[config.mk]
export PLATFORM = sky130hd
export DESIGN_NAME = fifo_cmd_assembler
export DESIGN_NICKNAME = d
export VERILOG_FILES = /design/src/rtl/sdram_host_pkg.sv /design/src/rtl/fifo_cmd_assembler.sv
export SDC_FILE = /design/constraint.sdc
export NUM_CORES = 1
export LEC_CHECK = 0
export ABC_AREA = 1
export CORE_MARGIN = 1.5
export CORE_UTILIZATION = 42
export DETAILED_ROUTE_END_ITERATION = 8
export GPL_TIMING_DRIVEN = 1
export PLACE_DENSITY = 0.7
export SETUP_SLACK_MARGIN = 0.15
export SLEW_MARGIN = 20
export SYNTH_ARGS = -nofsm -noshare
export SYNTH_HDL_FRONTEND = slang
export SYNTH_SLANG_ARGS = --single-unit
[constraint.sdc]
create_clock -name clk -period 1.7 [get_ports clk]
set_input_delay 0.34 -clock clk [delete_from_list [all_inputs] [get_ports clk]]
set_output_delay 0.34 -clock clk [all_outputs]
set_load 0.02 [all_outputs]
[src/rtl/sdram_host_pkg.sv]
// rtl/sdram_host_pkg.sv - shared SDRAM host command opcodes and assembler state encoding
package sdram_host_pkg;

   localparam logic [7:0] OPC_WRITE = 8'h01;
   localparam logic [7:0] OPC_READ  = 8'h02;

   typedef enum logic [1:0] {
      ST_IDLE   = 2'd0,
      ST_OPC    = 2'd1,
      ST_FIELDS = 2'd2,
      ST_ISSUE  = 2'd3
   } state_t;

endpackage

[src/rtl/fifo_cmd_assembler.sv]
// rtl/fifo_cmd_assembler.sv - pops host FIFO bytes, frames opcode/address/data into SDRAM commands
module fifo_cmd_assembler
   import sdram_host_pkg::*;
#(
   parameter int ADDR_BYTES = 3,
   parameter int DATA_BYTES = 2,
   parameter int ERR_W      = 8
) (
   input  logic                    clk,
   input  logic                    reset_n,
   input  logic                    fifo_empty,
   input  logic [7:0]              fifo_rd_data,
   output logic                    fifo_rd_en,
   output logic                    cmd_valid,
   input  logic                    cmd_ready,
   output logic                    cmd_we,
   output logic [8*ADDR_BYTES-1:0] cmd_addr,
   output logic [8*DATA_BYTES-1:0] cmd_wdata,
   output logic                    busy,
   output logic [ERR_W-1:0]        err_count
);

   localparam int AW      = 8 * ADDR_BYTES;
   localparam int DW      = 8 * DATA_BYTES;
   localparam int MAX_LEN = ADDR_BYTES + DATA_BYTES;
   localparam int LEN_W   = $clog2(MAX_LEN + 1);
   localparam logic [LEN_W-1:0] LEN_WR = LEN_W'(MAX_LEN);
   localparam logic [LEN_W-1:0] LEN_RD = LEN_W'(ADDR_BYTES);

   state_t             r_state;
   state_t             w_next;
   logic               r_pop_q;
   logic [LEN_W-1:0]   r_popped;
   logic [LEN_W-1:0]   r_captured;
   logic [LEN_W-1:0]   r_len;
   logic [AW-1:0]      r_addr;
   logic [DW-1:0]      r_wdata;
   logic               r_we;
   logic [ERR_W-1:0]   r_err;

   logic               w_opc_wr;
   logic               w_opc_rd;
   logic               w_capture;
   logic               w_last;

   assign w_opc_wr  = (fifo_rd_data == OPC_WRITE);
   assign w_opc_rd  = (fifo_rd_data == OPC_READ);
   assign w_capture = (r_state == ST_FIELDS) && r_pop_q;
   assign w_last    = w_capture && ((r_captured + LEN_W'(1)) == r_len);

   assign cmd_valid = (r_state == ST_ISSUE);
   assign cmd_we    = r_we;
   assign cmd_addr  = r_addr;
   assign cmd_wdata = r_wdata;
   assign busy      = (r_state != ST_IDLE);
   assign err_count = r_err;

   always_ff @(posedge clk or negedge reset_n) begin
      if (!reset_n) begin
         r_state <= ST_IDLE;
      end else begin
         r_state <= w_next;
      end
   end

   // OPC never pops: the opcode byte must be decoded before the field length is known.
   always_comb begin
      w_next     = r_state;
      fifo_rd_en = 1'b0;
      case (r_state)
         ST_IDLE: begin
            fifo_rd_en = !fifo_empty;
            if (!fifo_empty) begin
               w_next = ST_OPC;
            end
         end
         ST_OPC: begin
            w_next = (w_opc_wr || w_opc_rd) ? ST_FIELDS : ST_IDLE;
         end
         ST_FIELDS: begin
            fifo_rd_en = !fifo_empty && (r_popped < r_len);
            if (w_last) begin
               w_next = ST_ISSUE;
            end
         end
         ST_ISSUE: begin
            if (cmd_ready) begin
               w_next = ST_IDLE;
            end
         end
         default: w_next = ST_IDLE;
      endcase
   end

   always_ff @(posedge clk or negedge reset_n) begin
      if (!reset_n) begin
         r_pop_q    <= 1'b0;
         r_popped   <= '0;
         r_captured <= '0;
         r_len      <= '0;
         r_addr     <= '0;
         r_wdata    <= '0;
         r_we       <= 1'b0;
         r_err      <= '0;
      end else begin
         r_pop_q <= fifo_rd_en;
         case (r_state)
            ST_OPC: begin
               r_popped   <= '0;
               r_captured <= '0;
               if (w_opc_wr) begin
                  r_len <= LEN_WR;
                  r_we  <= 1'b1;
               end else if (w_opc_rd) begin
                  r_len   <= LEN_RD;
                  r_we    <= 1'b0;
                  r_wdata <= '0;
               end else if (r_err != {ERR_W{1'b1}}) begin
                  r_err <= r_err + ERR_W'(1);
               end
            end
            ST_FIELDS: begin
               if (fifo_rd_en) begin
                  r_popped <= r_popped + LEN_W'(1);
               end
               // Address bytes fill first, then write data; both shift in MSB first.
               if (w_capture) begin
                  r_captured <= r_captured + LEN_W'(1);
                  if (r_captured < LEN_RD) begin
                     r_addr <= AW'({r_addr, fifo_rd_data});
                  end else begin
                     r_wdata <= DW'({r_wdata, fifo_rd_data});
                  end
               end
            end
            default: ;
         endcase
      end
   end

endmodule

==> impl_metrics.ini, run 1 <==
[place]
place.gp.congestion = 0.836
numPortBuffers = 63
place_ws_ns = -0.416
dp_cells = 490
dp_hpwl_mm = 4.42

[timing]
rsz0062_at_grt = yes
finalWorstSetupSlack_ns = -0.273
max_freq_mhz = 507
finClkSkew_ns = 0.00710
tightest_slew_ns = 0.389
final.period_utilization_pct = 116
hold_violations = 0
tns_ns = -1.16
final_max_slew_viol_count = 0
setup_viol = 29
slew_headroom_pct = 74.1
period_needed_ns = 1.97

[worst_setup_path]
start_kind = register
worstPathMaxFanout = 2
reg2regPathDepth = 11
r2r_slack_ns = -0.08
critPathKind = register to output port
worstPathRequired_ns = 1.36
worstSetupEndpointType = output port
r2r-end = cmd_wdata[4]
arrival_ns = 1.63

[synth]
syn_avg_cell_area_um2 = 8.77
synth-edff-count = 0
yosysMostFrequentCell = nand2_1
synth.distinct_cells = 29
yosysWarnings = 0
synth.area.top_cells = dfrtp_1 53%, nand2_1 13%, inv_1 4.7%
netlist_instances = 322
ys_ff_latch = 60
syn_area_mm2 = 0.00283
synthArstFlopShare_pct = 100
synth_ff_type = dfrtp_1
syn_nets = 344
yosysTopAreaCellShare_pct = 53.1
synth_area_leader_cell = dfrtp_1
ys_top_cells_by_count = 98 x nand2_1, 60 x dfrtp_1, 35 x inv_1, 21 x o21ai_0, 19 x nand3_1
ys_seq_area_share_pct = 53.1

[die]
die_h_um = 85.0
std_cell_rows = 29
die_w_um = 85.0
dieArea_mm2 = 0.00723
io_pins = 64
start_util_pct = 44.0
core_mm2 = 0.00642

[clock_network]
numCtsBuffers = 9
cts_sinks = 60
cts_root_buffer = clkbuf_8
cts_tree = done
htreeDepth = 3
path_clk_slew_ns = 0.07
insertion_delay_ns = 0.35
clock_path_buffers = 2

[detailed_routing]
wl_mm = 8.84
wl_per_cell_um = 16.2
drt_drc_violations_left = 7
drt_iter0_drc = 190
via_per_inst = 5.07
firstDrtPassIters = 6
vias = 2767
drtAntennaViolNets = 0

[power_and_ir_drop]
power_mw = 5.25
seqPwrFrac_pct = 33.4
power_density_mw_per_mm2 = 1050
internal-power_mw = 3.27
p_leak_nw = 2.49
p_sw_mw = 1.98
swShare_pct = 37.8
clockPowerShare_pct = 22.7
pwr-share-comb_pct = 43.9
ir_worst_vdd_v = 0.00113

[final_layout]
utilization_pct = 77.7
area.growth.synth_to_final_pct = 76.6
antenna_cells = 0
drive_gt1_share_pct = 42.2
nNetsFinal = 487
fin_cells = 546

[global_routing]
grtUsageTotal_pct = 22.1
met2_usage_pct = 37.2
grt_util_met1_pct = 27.5
antenna_found_initial = 0
global_route.usage.met3_pct = 5.25
grt-busiest-layer = met2
grt_pass1_vias = 2622
grt_pass1_wl_mm = 12.4
grt_overflow = 0
grt_max_degree = 42

[run_status]
violations = design-rule violations, negative setup slack
status = finished with violations

[min_path]
hold_path.class = primary input to asynchronous set/reset pin

[run]
drv_cap = 0
[sequential cells by signal (all words and copies together) (netlist names), named ones only]
signal,count
err_count,8
r_state,1
r_popped,3
r_pop_q,1
cmd_addr,24
r_len,3
cmd_wdata,16
r_captured,3
[placed cells by master, fill, tap and decap left out, drive strengths merged]
| cell | synthesis | routed |
|---|---|---|
| nand2 | 99 | 100 |
| buf | 7 | 75 |
| dfrtp | 60 | 60 |
| dlygate4sd2 | 0 | 47 |
| o21ai | 41 | 41 |
| inv | 36 | 36 |
| nand3 | 19 | 19 |
| clkbuf | 3 | 17 |
| nor2 | 17 | 17 |
| clkdlybuf4s50 | 0 | 10 |
| a21oi | 10 | 10 |
| ha | 10 | 10 |
| xor2 | 7 | 7 |
| a31oi | 2 | 2 |
| nand4 | 2 | 2 |
| xnor2 | 2 | 2 |
| clkinvlp | 0 | 2 |
| clkinv | 0 | 2 |
| nand3b | 1 | 1 |
| and2 | 1 | 1 |
| a32o | 1 | 1 |
| a22oi | 1 | 1 |
| a21o | 1 | 1 |
| a21boi | 1 | 1 |
| nor3 | 1 | 1 |
| bufbuf | 0 | 1 |
| dlygate4sd3 | 0 | 1 |
| clkdlybuf4s15 | 0 | 1 |
[worst max path at each step]
stage / from / to / slack (ns) / cells after the start
final: r_len[2] / fifo_rd_en / -0.27 / 6
after CTS: r_len[2] / fifo_rd_en / -0.24 / 6
after global routing: r_len[1] / fifo_rd_en / -0.36 / 6
after global placement: fifo_empty / fifo_rd_en / -0.41 / 4
after detailed placement: fifo_empty / fifo_rd_en / -0.42 / 4
after floorplan: r_len[2] / fifo_rd_en / 0.13 / 5
[power by group through the flow]
stage / registers (mW) / logic (mW) / clock network, mW
finish: 1.75 / 2.31 / 1.19
global route: 1.77 / 2.45 / 1.26
CTS: 1.72 / 1.95 / 1.19
detailed placement: 1.74 / 1.53 / 0
global placement: 1.74 / 1.50 / 0
floorplan: 1.91 / 0.706 / 0
[critical path, stage by stage (launching register included)]
cell and delay [ns]:
dfrtp_2 0.41, inv_2 0.07, ha_4 0.20, a21oi_2 0.12
nand3b_1 0.16, o21ai_4 0.19, buf_6 0.14
[through the flow]
step	cell area, µm²	hold WS (ns)
2_1_floorplan	2860	0.0444
3_3_place_gp	3820	0.246
3_5_place_dp	3820	0.264
4_1_cts	4450	0.446
5_1_grt	4990	0.473
6_report	4990	0.460
[area by class of cell]
type	count	area (µm²)
well taps	77	96.3
clock inverters	4	25.0
flip-flops and latches	60	1500
inverters	36	145
multi-input cells	217	1600
repair buffers	141	1470
clock buffers	11	151
fillers	422	1430
[what timing repair did]
action,in CTS,in global routing
gates resized for setup,127,108
endpoints found under the hold margin,10,0
pin swaps,12,20
buffers inserted,17,11
cloned,4,8
endpoints found under the setup margin,97,61
hold buffers,1,0
[layer usage]
layer,share of wire [%],routed length [µm],vias to the layer above
met1,41,3600,1347
met5,0,0,-
met3,5.1,448,16
li1,-,-,1326
met4,1.7,151,0
met2,52,4640,78
[cells by family after synthesis]
| logic type | after synthesis | synth area share (%) |
|---|---|---|
| AO/OA/AOI/OAI | 57 | 11.6 |
| AND/OR/NAND/NOR | 140 | 20.5 |
| XOR/XNOR | 9 | 2.79 |
| flip-flops | 60 | 53.1 |
| adder cells (fa/ha/maj) | 10 | 4.43 |
| buffers and inverters | 46 | 7.53 |
Note: power is estimated with default switching activity, not from simulation.
==> inputs of run 2 (changes only) <==
Settings changed: MAX_ROUTING_LAYER set to met4, PLACE_DENSITY 0.7 to 0.68.
Clock period 1.7 ns to 2 ns, I/O delays scaled along.
==> impl_metrics.ini, run 2 (same netlist as run 1, synthesis figures left out) <==
[detailed_routing]
wl_per_cell_um = 12.3
drt_drc_violations_left = 6
vias = 2331
wl_mm = 5.92
drt_iter0_drc = 127
via_per_inst = 4.83
firstDrtPassIters = 6
drtAntennaViolNets = 0

[final_layout]
drive_gt1_share_pct = 12.1
area.growth.synth_to_final_pct = 36.8
final_area_mm2 = 0.00386
mostFrequentLayoutCell = nand2_1
nNetsFinal = 424
largest_register_ffs = 24
antenna_cells = 0
final_cell_mix = 98 x nand2_1, 60 x dfrtp_1, 53 x clkdlybuf4s50_1, 33 x inv_1, 20 x o21ai_0

[die]
core_mm2 = 0.00642
die_w_um = 85.0
die_h_um = 85.0
io_pins = 64
dieArea_mm2 = 0.00723
start_util_pct = 44.0
std_cell_rows = 29

[global_routing]
antenna_found_initial = 0
global_route.usage.met3_pct = 4.77
grtUsageTotal_pct = 18.5
grt_overflow = 0
grt_max_degree = 61
met2_usage_pct = 27.1
grt_pass1_wl_mm = 10.2
grt-busiest-layer = met2
grt_pass1_vias = 2228
grt_util_met1_pct = 24.4

[timing]
setup_viol = 0
final_max_slew_viol_count = 0
rsz0062_at_grt = yes
max_freq_mhz = 509
period_needed_ns = 1.97
tightest_slew_ns = 0.383
finClkSkew_ns = 0.00557
slew_headroom_pct = 74.3
hold_violations = 0
final.period_utilization_pct = 98.3

[worst_setup_path]
crit_buf_inv = 2
worstSetupEndpointType = output port
path_cells = inv_2, ha_4, a21oi_2, nand3b_1, o21ai_2, buf_6
arrival_ns = 1.57
worstPathMaxFanout = 2
critPathKind = register to output port
slowest_stage = dfrtp_1
start_kind = register
crit_family = flip-flops
worstPathRequired_ns = 1.60
cpPeakStageDelay_ns = 0.39

[clock_network]
cts_root_buffer = clkbuf_8
htreeDepth = 3
postCtsHoldBufs = 0
cts_sinks = 60
clock_path_buffers = 2
path_clk_slew_ns = 0.07
cts_tree = done
insertion_delay_ns = 0.33
numCtsBuffers = 9

[min_path]
hold_path.class = primary input to asynchronous set/reset pin

[place]
place.gp.congestion = 0.796
place_area_mm2 = 0.00361
dp_hpwl_mm = 4.16
numPortBuffers = 63

[power_and_ir_drop]
power_density_mw_per_mm2 = 974
power_mw = 3.76
ir_worst_vdd_v = 0.000942
p_leak_nw = 1.88

[run_status]
status = finished with violations
violations = design-rule violations

[run]
drv_cap = 0
[run 2: path summary, 6_finish.rpt]
| kind | to | depth (start not counted) | from | slack (ns) |
|---|---|---|---|---|
| min in group clk | cmd_addr[22] | 2 | cmd_addr[22] | 0.49 |
| worst max register to register | cmd_wdata[0] | 9 | register | 0.26 |
| max in group asynchronous | err_count[1] | 2 | reset_n | 1.67 |
| worst max-delay path | fifo_rd_en | 6 | r_len[2] | 0.03 |
| worst min-delay path | cmd_addr[9] | 2 | reset_n | 0.06 |
| worst min register to register | cmd_addr[22] | 2 | cmd_addr[22] | 0.49 |
[run 2: layer usage]
metal / vias to the layer above / share of wire [%]
met3: 10 / 5.6
met1: 1068 / 47
met5: - / 0
met4: 0 / 1.5
li1: 1194 / -
met2: 59 / 46
[run 2: worst reg2reg max path: cells and delay by family (launching register included)]
family | cells | cell delay (ns)
AND/OR/NAND/NOR | 1 | 0.06
AO/OA/AOI/OAI | 4 | 0.55
flip-flops | 1 | 0.38
buffers and inverters | 3 | 0.42
adder cells (fa/ha/maj) | 1 | 0.22
[run 2: layout make-up]
type                    count  area [µm²]
multi-input cells         216        1130
well taps                  77        96.3
fillers                   591        2560
repair buffers             79         798
inverters                  36         135
flip-flops and latches     60        1500
clock inverters             4        48.8
clock buffers              11         151
[run 2: power by group]
| part | switching (mW) | internal [mW] |
|---|---|---|
| clock | 0.466 | 0.634 |
| sequential | 0.127 | 1.35 |
| combinational | 0.679 | 0.513 |
[run 2: per-stage QoR]
stage	std cells	utilization [%]	setup TNS, ns	worst slack [ns]	hold WS (ns)
floorplan	322	-	0	0.230	0.104
global placement	467	56.2	-0.186	-0.186	0.435
detailed placement	467	56.2	-0.217	-0.217	0.438
CTS	482	59.3	-0.0555	-0.0555	0.0719
global route	483	60.2	-0.0418	-0.0418	0.0802
finish	483	60.2	0	0.0337	0.0600
[run 2: timing repair]
item,CTS,global route
endpoints found under the setup margin,4,33
gates cloned,0,0
setup buffers,0,1
pin swaps,0,4
gates resized for setup,9,16
==> patch 1, RTL diff (flow settings as in run 2) <==
Make the reset (`reset_n`) synchronous in 2 clocked blocks.
--- a/src/rtl/fifo_cmd_assembler.sv
+++ b/src/rtl/fifo_cmd_assembler.sv
@@ -57,3 +57,3 @@
 
-   always_ff @(posedge clk or negedge reset_n) begin
+   always_ff @(posedge clk) begin
       if (!reset_n) begin
@@ -94,3 +94,3 @@
 
-   always_ff @(posedge clk or negedge reset_n) begin
+   always_ff @(posedge clk) begin
       if (!reset_n) begin
Check against the original RTL: differs if reset_n is asserted again (counterexample within 4 cycles, from zero or initial values and one cycle with reset_n low); with reset_n held inactive, the same outputs for 10 cycles.
==> patch 1 against run 2 <==
- wire length grew 12%
- setup slack improved by 0.053 ns
- sequential power down 8%
- critical endpoint unchanged
- global-route usage increased by 3.3 points
- area after synthesis decreased by 6.1%
- largest cell class is now multi-input gates
- cell area fell by 5.1%
- combinational power up 8%
- highest routed layer unchanged
- sequential cell count did not move
- sequential share of layout area down 6.0 points
- largest power group unchanged
- fmax is 2.8% higher
- power down 2.0%
==> patch 1: results (changes against run 2) <==
| Metric | Value |
|---|---|
| Status | `finished, final reports clean` |
| Crit share post-route | `0.957 (-0.0264)` |
| Initial DRC Count | `105 (-17%)` |
| Combinational share of power | `0.348 (+0.031)` |
| Pre-Repair DR Iteration Count | `4 (-2)` |
| Worst-case reg-to-reg path depth | `8 (-1)` |
| Setup WS pre-CTS | `-0.216 ns (+0.000655 ns)` |
| DPL Wire Length | `4500 um (+8.4%)` |
| Synth async-reset ratio | `0 (-1.00)` |
| Hold Path Class | `register to register` |
| Area share of xor/xnor cells in the synthesized design | `0.0231 (-0.00479)` |
| Final Skew | `0.00862 ns (+0.00305 ns)` |
| Top cell type's share of synthesized area | `0.453 (-0.0786)` |
| Global-route wire length before repair | `10800 um (+6.0%)` |
| Slowest CP cell | `dfxtp_2` |
| Post-Synthesis Net Count | `380 (+10%)` |
| IR drop worst, VDD | `0.000536 V (-43%)` |
| GRT Total Usage | `0.218 (+0.0326)` |
| Sequential area share after synthesis | `0.453 (-0.0786)` |
| Final net count | `456 (+7.5%)` |
| Fillcell total | `586 (-0.85%)` |
| Slew @ Worst Pin | `0.517 ns (+0.134 ns)` |
| Commonest cells in the netlist | `nand2_1 (67), dfxtp_1 (60), nor2_1 (51)` |
| RD Place Congestion | `0.817 (+2.6%)` |
| CP Max Fanout | `3 (+1)` |
patch 1: layout make-up:
class / instances / area share
sequential: 60 / 0.329
clock inverter: 5 / 0.0147
multi-input combinational: 248 / 0.348
tap: 75 / 0.0256
inverter: 36 / 0.0382
clock buffer: 10 / 0.0348
timing repair buffer: 79 / 0.210
patch 1: routing by layer:
layer	part of all wire	up-vias	GRT usage
met3	0.052	13	0.0670
met1	0.46	1168	0.266
met2	0.46	62	0.330
met5	0	-	-
li1	-	1302	-
met4	0.021	0	0.0932
patch 1: repair_timing:
item / 4_1_cts / 5_1_grt
pin swaps: 1 / 5
setup buffers: 0 / 2
resized for setup: 8 / 18
hold buffers: 0 / 0
gates cloned: 0 / 0
endpoints found under the setup margin: 4 / 26
patch 1: metrics by stage:
stage               area (um2)  cells
floorplan                 2660    358
global placement          3430    496
detailed placement        3430    496
CTS                       3600    511
global route              3670    513
finish                    3670    513
==> patch 2, RTL diff (settings of run 2) <==
Without the edit above. Change the parameter `ADDR_BYTES` from 3 to 2.
--- a/src/rtl/fifo_cmd_assembler.sv
+++ b/src/rtl/fifo_cmd_assembler.sv
@@ -4,3 +4,3 @@
 #(
-   parameter int ADDR_BYTES = 3,
+   parameter int ADDR_BYTES = 2,
    parameter int DATA_BYTES = 2,
Interface: changed (resized cmd_addr); port bits go from 64 to 56. The function was not compared with the original's and may differ.
==> patch 2 against run 2 <==
- clock skew down 0.0017 ns
- wire length down 9.2%
- clock power down 43%
- cell area down 14%
- die area down 13%
- area after synthesis down 14%
- sequential cell count down 9
- critical path depth up 1
- setup slack better by 0.15 ns
- combinational power about the same
- power down 17%
- largest cell class unchanged
- largest power group unchanged
- highest routed layer unchanged
==> patch 2: results (changes against run 2) <==
| Metric | Value |
|---|---|
| Worst reg2reg endpoint | `cmd_addr[8]$_DFFE_PN0P_` |
| Status | `finished, final reports clean` |
| Placement-stage cell area | `0.00315 mm2 (-13%)` |
| M1 WL | `2610 um (-6.2%)` |
| Hold Path Class | `register to register` |
| Commonest cells in the netlist | `nand2_1 (61), dfrtp_1 (51), inv_1 (39)` |
| Vias per cell | `4.80 (-0.58%)` |
| GR Util met3 | `0.0310 (-0.0166)` |
| Combinational share of power | `0.383 (+0.066)` |
| Setup WS pre-CTS | `-0.0306 ns (+0.186 ns)` |
| Crit share post-route | `0.908 (-0.0754)` |
| Vias in the first global route | `1918 (-14%)` |
| GRT Total Usage | `0.181 (-0.00349)` |
| Worst Path Arrival | `1.42 ns (-0.15 ns)` |
| Share of cells above drive strength 1 | `0.155 (+0.0340)` |
| DPL Wire Length | `3870 um (-6.9%)` |
| Largest net degree at the start of global routing | `33 (-46%)` |
| Initial DRC Count | `88 (-31%)` |
| Pre-Repair DR Iteration Count | `4 (-2)` |
| Clk pin slew, worst setup/hold paths | `0.09 ns (+0.02 ns)` |
| Routed WL | `5380 um (-9.2%)` |
| Count of different cell masters after synthesis | `27 (-6.9%)` |
| Slew @ Worst Pin | `0.333 ns (-0.0501 ns)` |
| Switching power | `0.00112 W (-12%)` |
| DR WL met2 | `2490 um (-8.3%)` |
| Clk_lat worst skew | `0.29 ns (-0.04 ns)` |
| Met3 routed WL | `204 um (-38%)` |
| Routing usage on met1 | `0.238 (-0.00557)` |
| Design Power | `0.00311 W (-17%)` |
| TritonCTS buffer count | `5 (-4)` |
| Seq pwr share | `0.415 (+0.024)` |
patch 2: what timing repair did:
item / in CTS / in global routing
pin swaps: 0 / 3
hold buffers: 1 / 0
resized for setup: 7 / 17
endpoints found under the setup margin: 3 / 31
gates cloned: 0 / 2
endpoints found under the hold margin: 11 / 0
patch 2: per-stage QoR:
step | hold slack, ns | TNS (ns) | util
final | 0.511 | 0 | 0.599
after global routing | 0.528 | 0 | 0.599
after CTS | 0.512 | 0 | 0.588
after detailed placement | 0.303 | -0.0423 | 0.569
after global placement | 0.296 | 0 | 0.569
after floorplan | 0.104 | 0 | -
patch 2: logic make-up after synthesis:
group / count (synthesis) / synth area share
AOI/OAI and AO/OA: 40 / 0.0890
buffers and inverters: 48 / 0.0823
xor gates and xnor gates: 7 / 0.0252
DFF: 51 / 0.525
and+or+nand+nor: 111 / 0.194
adders and majority gates: 8 / 0.0412
muxes: 8 / 0.0432
patch 2: how the worst max path moves through the flow:
| stage | start | end |
|---|---|---|
| 4_1_cts | r_state[0]$_DFFE_PN0P_ | fifo_rd_en |
| 2_1_floorplan | r_len[2]$_DFFE_PN0P_ | fifo_rd_en |
| 3_3_place_gp | fifo_empty | fifo_rd_en |
| 3_5_place_dp | fifo_empty | fifo_rd_en |
| 5_1_grt | r_state[0]$_DFFE_PN0P_ | fifo_rd_en |
| 6_report | r_state[0]$_DFFE_PN0P_ | fifo_rd_en |
patch 2: layout make-up:
| cell class | instances | area, um2 |
|---|---|---|
| Fill cell | 493 | 2220 |
| Sequential cell | 51 | 1280 |
| Multi-Input combinational cell | 176 | 1010 |
| Timing Repair Buffer | 74 | 688 |
| Inverter | 40 | 150 |
| Clock buffer | 8 | 100 |
| Tap cell | 72 | 90.1 |
